==> config.mk <==
export PLATFORM = sky130hd
export DESIGN_NAME = ddr_mem_arbiter
export DESIGN_NICKNAME = d
export VERILOG_FILES = /design/src/rtl/ddr_mem_arbiter.sv
export SDC_FILE = /design/constraint.sdc
export NUM_CORES = 1
export LEC_CHECK = 0
export BUFFER_PORTS_ARGS = -buffer_cell sky130_fd_sc_hd__buf_2
export CAP_MARGIN = 20
export CORE_AREA = 2 2 718 720
export CTS_CLUSTER_DIAMETER = 60
export DETAILED_ROUTE_END_ITERATION = 8
export DIE_AREA = 0 0 720 722
export SYNTH_ARGS = -nofsm -noshare
export SYNTH_HDL_FRONTEND = slang
export SYNTH_SLANG_ARGS = --single-unit
==> constraint.sdc <==
create_clock -name i_clk -period 3.62 [get_ports i_clk]
set_clock_uncertainty 0.05 [all_clocks]
set_input_delay 0.543 -clock i_clk [delete_from_list [all_inputs] [get_ports i_clk]]
set_output_delay 0.543 -clock i_clk [all_outputs]
set_load 0.05 [all_outputs]
==> src/rtl/ddr_mem_arbiter.sv <==
// ddr_mem_arbiter: shares the single simddr port between fetch burst reads and LSU accesses.
// Define ARB_ROUND_ROBIN_EN to alternate grants on simultaneous requests (default: mem over fetch).
module ddr_mem_arbiter #(
  parameter int unsigned ADDR_W  = 19,
  parameter int unsigned BURST_W = 512,
  parameter int unsigned DATA_W  = 64
) (
  input  logic               i_clk,
  input  logic               i_reset,
  input  logic               i_fetch_req,
  input  logic [ADDR_W-1:0]  i_fetch_addr,
  input  logic               i_fetch_flush,
  output logic               o_fetch_done,
  output logic [BURST_W-1:0] o_fetch_data,
  input  logic               i_mem_req,
  input  logic               i_mem_we,
  input  logic [ADDR_W-1:0]  i_mem_addr,
  input  logic [DATA_W-1:0]  i_mem_wdata,
  output logic               o_mem_done,
  output logic [DATA_W-1:0]  o_mem_rdata,
  output logic               o_ddr_chip_enable,
  output logic               o_ddr_write_enable,
  output logic               o_ddr_burst_mode,
  output logic [ADDR_W-1:0]  o_ddr_address,
  output logic [BURST_W-1:0] o_ddr_l2_burst_write_data,
  output logic [DATA_W-1:0]  o_ddr_access_write_data,
  input  logic [BURST_W-1:0] i_ddr_fetch_burst_read_inst,
  input  logic [DATA_W-1:0]  i_ddr_access_read_data,
  input  logic               i_ddr_ready
);

  typedef enum logic [1:0] {
    S_IDLE  = 2'd0,
    S_ISSUE = 2'd1,
    S_WAIT  = 2'd2,
    S_RESP  = 2'd3
  } state_t;

  state_t r_state;
  state_t w_state_nxt;
  logic   r_owner_fetch;
  logic   r_kill;
  logic   w_fetch_ok;
  logic   w_grant_mem;
  logic   w_grant_fetch;
  logic   w_kill_now;

  // A flush in the same cycle blocks a fetch grant
  assign w_fetch_ok = i_fetch_req & ~i_fetch_flush;

`ifdef ARB_ROUND_ROBIN_EN
  logic r_last_fetch;

  always_comb begin
    w_grant_mem   = i_mem_req;
    w_grant_fetch = w_fetch_ok;
    if (i_mem_req && w_fetch_ok) begin
      w_grant_mem   = r_last_fetch;
      w_grant_fetch = ~r_last_fetch;
    end
  end

  // Reset value "fetch" makes mem win the first tie
  always_ff @(posedge i_clk) begin
    if (i_reset) begin
      r_last_fetch <= 1'b1;
    end else if (r_state == S_IDLE && (w_grant_mem || w_grant_fetch)) begin
      r_last_fetch <= w_grant_fetch;
    end
  end
`else
  assign w_grant_mem   = i_mem_req;
  assign w_grant_fetch = w_fetch_ok & ~i_mem_req;
`endif

  always_ff @(posedge i_clk) begin
    if (i_reset) begin
      r_state <= S_IDLE;
    end else begin
      r_state <= w_state_nxt;
    end
  end

  always_comb begin
    w_state_nxt = r_state;
    case (r_state)
      S_IDLE:  if (w_grant_mem || w_grant_fetch) w_state_nxt = S_ISSUE;
      S_ISSUE: w_state_nxt = S_WAIT;
      S_WAIT:  if (i_ddr_ready) w_state_nxt = S_RESP;
      S_RESP:  w_state_nxt = S_IDLE;
      default: w_state_nxt = S_IDLE;
    endcase
  end

  // Chip enable must fall in the very cycle ready is seen, else simddr restarts
  assign o_ddr_chip_enable = (r_state == S_ISSUE) | ((r_state == S_WAIT) & ~i_ddr_ready);
  assign o_ddr_l2_burst_write_data = '0;

  assign w_kill_now = r_kill | i_fetch_flush;

  always_ff @(posedge i_clk) begin
    if (i_reset) begin
      r_owner_fetch           <= 1'b0;
      r_kill                  <= 1'b0;
      o_ddr_write_enable      <= 1'b0;
      o_ddr_burst_mode        <= 1'b0;
      o_ddr_address           <= '0;
      o_ddr_access_write_data <= '0;
      o_fetch_done            <= 1'b0;
      o_fetch_data            <= '0;
      o_mem_done              <= 1'b0;
      o_mem_rdata             <= '0;
    end else begin
      o_fetch_done <= 1'b0;
      o_mem_done   <= 1'b0;
      case (r_state)
        S_IDLE: begin
          r_kill <= 1'b0;
          if (w_grant_mem) begin
            r_owner_fetch           <= 1'b0;
            o_ddr_write_enable      <= i_mem_we;
            o_ddr_burst_mode        <= 1'b0;
            o_ddr_address           <= i_mem_addr;
            o_ddr_access_write_data <= i_mem_wdata;
          end else if (w_grant_fetch) begin
            r_owner_fetch      <= 1'b1;
            o_ddr_write_enable <= 1'b0;
            o_ddr_burst_mode   <= 1'b1;
            o_ddr_address      <= i_fetch_addr;
          end
        end
        S_ISSUE, S_RESP: begin
          if (r_owner_fetch && i_fetch_flush) r_kill <= 1'b1;
        end
        S_WAIT: begin
          if (r_owner_fetch && i_fetch_flush) r_kill <= 1'b1;
          if (i_ddr_ready) begin
            if (r_owner_fetch) begin
              if (!w_kill_now) begin
                o_fetch_done <= 1'b1;
                o_fetch_data <= i_ddr_fetch_burst_read_inst;
              end
            end else begin
              o_mem_done <= 1'b1;
              if (!o_ddr_write_enable) o_mem_rdata <= i_ddr_access_read_data;
            end
          end
        end
        default: ;
      endcase
    end
  end

endmodule
==> results by group, run 1 <==
STA
  • Number of pins exceeding their max-slew limit in the final report: 0
  • Achievable frequency: 0.351 GHz
  • Final hold violations: 0
  • Setup-failing EPs final: 0
  • Setup repair after global routing missed its margin: no
  • Final period utilization: 0.788
  • Actual slew at the worst max-slew pin: 0.992 ns
  • Setup TNS Final: 0 ns
  • Post-layout minimum cycle time: 2.85 ns
  • Worst-case headroom to the max-slew limit: 0.339

Layout
  • Layout-stage area growth over the synthesis result: 67.5%
  • Nets: 6031
  • Most common cell after layout, fill and taps aside: buf_2
  • FF/Latch Area: 13300 um2
  • Commonest cells after routing, fill and taps aside: buf_2, nand2b_1, dfxtp_1
  • Proportion of layout cells with a drive suffix above 1: 0.296
  • Area occupied by multi-input gates: 15900 um2
  • Post-route cell area: 55000 um2
  • Number of fill cells in the layout: 59117
  • Number of standard cells in the layout, taps in and fillers out: 12220

Power and ir drop
  • Leakage power of the design: 0.0217 uW
  • Worst IR drop on VDD: 0.000348 V
  • Power density over the cells: 440 nW/um2

Placed design
  • Final weighted congestion in routability-driven placement: 0.975
  • Quantity of I/O buffers inserted on ports: 1348
  • # placed instances: 11370
  • Placed cell areas: 45100 um2
  • Post-detailed-placement half-perimeter wirelength: 269000 um

Floorplan
  • Standard-cell rows: 263
  • Die area: 520000 um2
  • Initial Utilization: 0.0642
  • Width of the chip: 720 um
  • Core box area: 512000 um2
  • Die span in y: 722 um
  • Number of top-level pins: 1861

Clocking
  • Number of instances resized during post-cts repair: 0
  • Largest buffer count on any clock path: 4
  • H-tree depth reported by CTS: 3
  • Insertion delay to the later sink of the worst-skew pair: 0.82 ns
  • CTS tree: done
  • Number of buffers added by the clock tree synthesis step: 107
  • CTS Root Buffer Type: clkbuf_16
  • TritonCTS Sinks: 666
  • Worst-path clk slew: 0.06 ns

Global route
  • Vias in the first global route: 29468
  • Residual overflow from global routing: 0
  • Pin count of the biggest net entering global routing: 153
  • Global-route wire length before repair: 366000 um
  • All-Layer GR Usage: 0.112
  • Number of antenna violations at the first check in global routing: 88

Yosys
  • Area share of and/or/nand/nor cells after synthesis: 0.234
  • XOR/XNOR Fraction of Synth Area: 0
  • Share of the synthesized area in compound gates (AO/OA/AOI/OAI): 0.0208
  • Dominant combinational cell family by area after synthesis: simple AND/OR/NAND/NOR gates
  • Post-Synthesis Cell Area: 32900 um2
  • Ys Warns: 0
  • Mean cell area of the mapped netlist: 9.59 um2
  • Adder-cell share of the synthesized area: 0.00114
  • Cell variety after synth: 28
  • Share of the yosys chip area belonging to registers: 0.406
  • #FFs+latches synth: 666
  • Cells after Synth: 3429
  • Mux contribution to synthesized area: 0.169

Setup path
  • Most used cell along the critical path: nand2b_1
  • Worst reg-to-reg setup slack: 0.93 ns
  • Category of the critical setup timing path: reg2out
  • Cell at the slowest stage of the critical path: buf_2
  • Data required time of the critical path: 3.03 ns
  • Maximum net fanout on the critical path: 5
  • Ordered cell list for the critical path: inv_1 > ha_1 > nand2b_1 > nand2b_1 > buf_2
  • CP startpoint kind: register
  • Endpoint kind of the worst setup timing path: output pin
  • Crit path arrival time: 2.26 ns
  • Delay of the slowest critical-path stage: 0.46 ns

Drt
  • Vias per inst: 2.47
  • Wirelength, routed: 305000 um
  • DRC: 0
  • Drt pass-1 iters: 5
  • Routed vias: 30135
  • Number of design-rule violations left by the first detailed-router iteration: 2072
  • DR WL/cell: 25.0 um
  • Final antenna-violating net count: 0

Status
  • Outcome: completed

Min path
  • Hold WC Path Type: in2reg

Run
  • Number of violations of the max-capacitance limit: 0
-- routing by layer --
layer,GRT usage,wire [um],vias to the layer above
li1,-,-,13817
met2,0.165,127000,1557
met4,0.0451,14400,54
met1,0.116,109000,14336
met5,0,341,-
met3,0.0887,54700,371
-- power by group --
| group | switching [uW] | total (uW) | internal (uW) |
|---|---|---|---|
| clock | 4400 | 10800 | 6420 |
| combinational | 4150 | 5600 | 1450 |
| sequential | 200 | 7800 | 7600 |
-- sequential cells by signal (all words and copies together) (netlist names) --
register	count
o_fetch_data	512
o_ddr_access_write_data	64
o_mem_rdata	64
o_ddr_address	19
r_state	2
o_ddr_write_enable	1
o_fetch_done	1
o_mem_done	1
r_kill	1
r_owner_fetch	1
-- cells in the mapped netlist (all sizes together) --
cell	number	share of area
o21a	1	0.00023
nor4bb	1	0.00030
conb	1	0.00011
nor3	3	0.00046
nand4bb	1	0.00034
dfxtp	666	0.41
and2	1	0.00019
clkbuf	130	0.015
nand2	258	0.029
ha	3	0.0011
a21oi	130	0.020
nor2	20	0.0023
a211oi	1	0.00023
nand2b	1030	0.20
o21ai	3	0.00057
nand3b	1	0.00023
mux2i	532	0.16
buf	604	0.15
nor2b	21	0.0040
nor4b	1	0.00046
inv	2	0.00023
mux2	19	0.0065
-- critical path, delay by kind of cell, from the launching register on --
family,cells,cell delay [ns]
fa+ha+maj,1,0.29
buf+inv,2,0.55
flops,1,0.32
simple gates,2,0.20
-- timing repair --
| action | CTS | global route |
|---|---|---|
| endpoints found under the hold margin | 617 | 0 |
| setup buffers | 0 | 0 |
| hold buffers | 621 | 0 |
| setup endpoints to repair | 0 | 0 |
-- stage by stage --
stage	total power, uW	setup slack [ns]	utilization	hold WS, ns
after floorplan	11500	1.81	-	0.419
after global placement	12900	0.908	0.0882	0.389
after detailed placement	12900	0.906	0.0882	0.393
after CTS	24700	0.504	0.107	0.00154
after global routing	25200	0.491	0.107	0.0222
final	24200	0.767	0.108	0.0913
-- cells by family (layout without fill, tap and decap cells) --
logic type | after synthesis | in the layout
other cells | 1 | 550
compound gates | 135 | 135
flops | 666 | 666
buf+inv | 736 | 2221
simple gates | 1337 | 1337
mux | 551 | 551
fa+ha+maj | 3 | 3
-- area by class of cell --
type | count | share of cell area
diodes | 38 | 0.00173
clock buffers | 131 | 0.0528
clock inverters | 60 | 0.0129
inverters | 2 | 0.000136
multi-input cells | 2538 | 0.289
flip-flops and latches | 666 | 0.242
well taps | 6757 | 0.154
repair buffers | 2028 | 0.248
-- path summary, 6_finish.rpt --
kind	endpoint	start	cells past startpoint
setup reg to reg	o_fetch_data[80]	r_state[0]	7
setup / recovery	o_ddr_chip_enable	r_state[0]	5
hold / removal	o_fetch_data[483]	i_ddr_fetch_burst_read_inst[483]	3
hold reg to reg	o_mem_rdata[8]	o_mem_rdata[8]	2
Power figures use the tool's default switching activity.
==> run 2: changes to the inputs <==
--- a/config.mk
+++ b/config.mk
@@ -7,10 +7,10 @@
 export LEC_CHECK = 0
 export BUFFER_PORTS_ARGS = -buffer_cell sky130_fd_sc_hd__buf_2
 export CAP_MARGIN = 20
-export CORE_AREA = 2 2 718 720
+export CORE_AREA = 2 2 733 735
 export CTS_CLUSTER_DIAMETER = 60
 export DETAILED_ROUTE_END_ITERATION = 8
-export DIE_AREA = 0 0 720 722
+export DIE_AREA = 0 0 735 737
 export SYNTH_ARGS = -nofsm -noshare
 export SYNTH_HDL_FRONTEND = slang
 export SYNTH_SLANG_ARGS = --single-unit
==> constraint.sdc (replaced) <==
create_clock -name i_clk -period 2.3 [get_ports i_clk]
set_clock_uncertainty 0.05 [all_clocks]
set_input_delay 0.345 -clock i_clk [delete_from_list [all_inputs] [get_ports i_clk]]
set_output_delay 0.345 -clock i_clk [all_outputs]
set_load 0.05 [all_outputs]
==> run 2 against run 1 <==
Total power up 51%. Core utilization down 0.26 points. Global-route usage shrank 0.76 points. Cell area grew 1.9%. Wire length shrank 2.5%. Cell count grew 3.0%. Clock power up 42%. Register-to-register slack worse by 0.80 ns. Clock-buffer cell count down 8. Worst hold slack lost 0.026 ns. Largest power group unchanged.
==> results by group, run 2 (synthesized netlist as in run 1, its figures left out) <==
Status
  • Outcome: completed (unchanged)

Clocking
  • Worst-path clk slew: 0.06 ns (about the same)
  • H-tree depth reported by CTS: 3 (unchanged)
  • Insertion delay to the later sink of the worst-skew pair: 0.84 ns (was 0.82 ns)
  • CTS Root Buffer Type: clkbuf_16 (unchanged)
  • Number of buffers added by the clock tree synthesis step: 94 (was 107)
  • Largest buffer count on any clock path: 4 (unchanged)
  • TritonCTS Sinks: 666 (unchanged)
  • CTS tree: done (unchanged)

Layout
  • FF/Latch Area: 13300 um2 (about the same)
  • Registers with the highest flip-flop counts: o_fetch_data: 512 flops, o_ddr_access_write_data: 64 flops, o_mem_rdata: 64 flops (unchanged)
  • Number of fill cells in the layout: 61538 (was 59117)
  • Area occupied by multi-input gates: 15900 um2 (about the same)
  • Most common cell after layout, fill and taps aside: buf_2 (unchanged)
  • Layout-stage area growth over the synthesis result: 70.7% (was 67.5%)
  • Largest register by flop count: o_fetch_data (unchanged)
  • Number of standard cells in the layout, taps in and fillers out: 12584 (was 12220)
  • Nets: 6121 (was 6031)
  • Post-route cell area: 56100 um2 (was 55000 um2)
  • Proportion of layout cells with a drive suffix above 1: 0.293 (was 0.296)
  • Flip-flop count of the largest register, all copies and words added: 512 (unchanged)
  • Commonest cells after routing, fill and taps aside: buf_2, nand2b_1, dlygate4sd3_1 (was buf_2, nand2b_1, dfxtp_1)

Setup path
  • Most used cell along the critical path: nand2b_4 (was nand2b_1)
  • CP startpoint kind: register (unchanged)
  • Ordered cell list for the critical path: inv_4 > ha_4 > buf_6 > nand2b_4 > nand2b_4 > buf_12 (was inv_1 > ha_1 > nand2b_1 > nand2b_1 > buf_2)
  • Buffer and inverter count on the worst path: 3 (was 2)
  • Maximum net fanout on the critical path: 4 (was 5)
  • Data required time of the critical path: 1.90 ns (was 3.03 ns)
  • Cell at the slowest stage of the critical path: dfxtp_2 (was buf_2)
  • Endpoint kind of the worst setup timing path: output pin (unchanged)
  • Delay of the slowest critical-path stage: 0.36 ns (was 0.46 ns)
  • Largest delay share family, worst path: flip-flops (was buffers and inverters)
  • Worst reg-to-reg setup slack: 0.13 ns (was 0.93 ns)
  • Crit path arrival time: 1.89 ns (was 2.26 ns)
  • Category of the critical setup timing path: reg2out (unchanged)

Floorplan
  • Number of top-level pins: 1861 (unchanged)
  • Core box area: 534000 um2 (was 512000 um2)
  • Standard-cell rows: 269 (was 263)
  • Initial Utilization: 0.0615 (was 0.0642)
  • Die span in y: 737 um (was 722 um)
  • Die area: 542000 um2 (was 520000 um2)
  • Width of the chip: 735 um (was 720 um)

Placed design
  • Final weighted congestion in routability-driven placement: 0.996 (was 0.975)
  • Post-detailed-placement half-perimeter wirelength: 261000 um (was 269000 um)
  • Placement Setup Slack: 0.0893 ns (was 0.906 ns)
  • Placed cell areas: 45800 um2 (was 45100 um2)
  • Quantity of I/O buffers inserted on ports: 1348 (unchanged)
  • # placed instances: 11688 (was 11370)

STA
  • Actual slew at the worst max-slew pin: 1.05 ns (was 0.992 ns)
  • Final hold violations: 0 (unchanged)
  • Achievable frequency: 0.438 GHz
  • Worst path setup slack after routing: 0.0193 ns (was 0.767 ns)
  • Final period utilization: 0.992
  • Number of pins exceeding their max-slew limit in the final report: 0 (unchanged)
  • Setup repair after global routing missed its margin: yes (was no)
  • Setup-failing EPs final: 0 (unchanged)
  • Worst-case headroom to the max-slew limit: 0.298 (was 0.339)
  • Worst Hold Margin: 0.0654 ns (was 0.0913 ns)
  • Post-layout minimum cycle time: 2.28 ns

Drt
  • Number of design-rule violations left by the first detailed-router iteration: 2030 (was 2072)
  • Wirelength, routed: 297000 um (was 305000 um)
  • DRC: 0 (unchanged)
  • Routed vias: 30703 (was 30135)
  • Drt pass-1 iters: 6 (was 5)
  • Final antenna-violating net count: 0 (unchanged)
  • DR WL/cell: 23.6 um (was 25.0 um)
  • Vias per inst: 2.44 (was 2.47)

Power and ir drop
  • Total power after layout: 36600 uW (was 24200 uW)
  • Power density over the cells: 652 nW/um2 (was 440 nW/um2)
  • Worst IR drop on VDD: 0.000505 V (was 0.000348 V)
  • Leakage power of the design: 0.0220 uW (was 0.0217 uW)

Run
  • Number of violations of the max-capacitance limit: 0 (unchanged)

Global route
  • All-Layer GR Usage: 0.104 (was 0.112)
  • Pin count of the biggest net entering global routing: 109 (was 153)
  • Global-route wire length before repair: 354000 um (was 366000 um)
  • Residual overflow from global routing: 0 (unchanged)
  • Vias in the first global route: 29980 (was 29468)
  • Number of antenna violations at the first check in global routing: 126 (was 88)

Min path
  • Hold WC Path Type: in2reg (unchanged)
[run 2: repair_timing]
action | in CTS | in global routing
buffers inserted | 0 | 2
pin swaps | 1 | 1
hold endpoints to repair | 665 | 0
setup endpoints to repair | 25 | 3
hold buffers | 693 | 0
resized for setup | 36 | 1
[run 2: final timing paths]
check | end | depth (start not counted) | start
max | o_ddr_chip_enable | 6 | r_state[0]
min | o_fetch_data[130] | 4 | i_reset
max reg2reg | o_fetch_data[41] | 8 | r_state[0]
min reg2reg | o_mem_rdata[41] | 2 | o_mem_rdata[41]
[run 2: cell type report]
class                   count  area share
clock buffers             123      0.0467
multi-input cells        2538       0.284
flip-flops and latches    666       0.238
diodes                     36     0.00161
well taps                7046       0.157
inverters                   2    0.000178
repair buffers           2131       0.263
clock inverters            42     0.00939
[run 2: worst register-to-register path: cells and delay by family (launching register included)]
family / cells / cell delay, ns
and+or+nand+nor: 2 / 0.35
buffers and inverters: 4 / 0.92
DFF: 1 / 0.34
adders and majority gates: 1 / 0.13
muxes: 1 / 0.28
[run 2: metal layers]
| metal | global-route usage | vias to the layer above | share of wire |
|---|---|---|---|
| met3 | 0.115 | 548 | 0.25 |
| met5 | 0 | - | 0.00091 |
| li1 | - | 13958 | - |
| met2 | 0.140 | 1848 | 0.38 |
| met1 | 0.0922 | 14307 | 0.31 |
| met4 | 0.0615 | 42 | 0.070 |
[run 2: metrics by stage]
stage	TNS (ns)	util
after floorplan	0	-
after global placement	0	0.0857
after detailed placement	0	0.0857
after CTS	-0.122	0.105
after global routing	-0.0938	0.105
final	0	0.105
[run 2: where the power goes]
group / total, uW / switching (uW) / internal [uW] / leakage (uW)
clock: 15300 / 6340 / 8970 / 0.00153
combinational: 9050 / 6570 / 2480 / 0.0151
sequential: 12200 / 235 / 12000 / 0.00538
total: 36600 / 13100 / 23400 / 0.0220
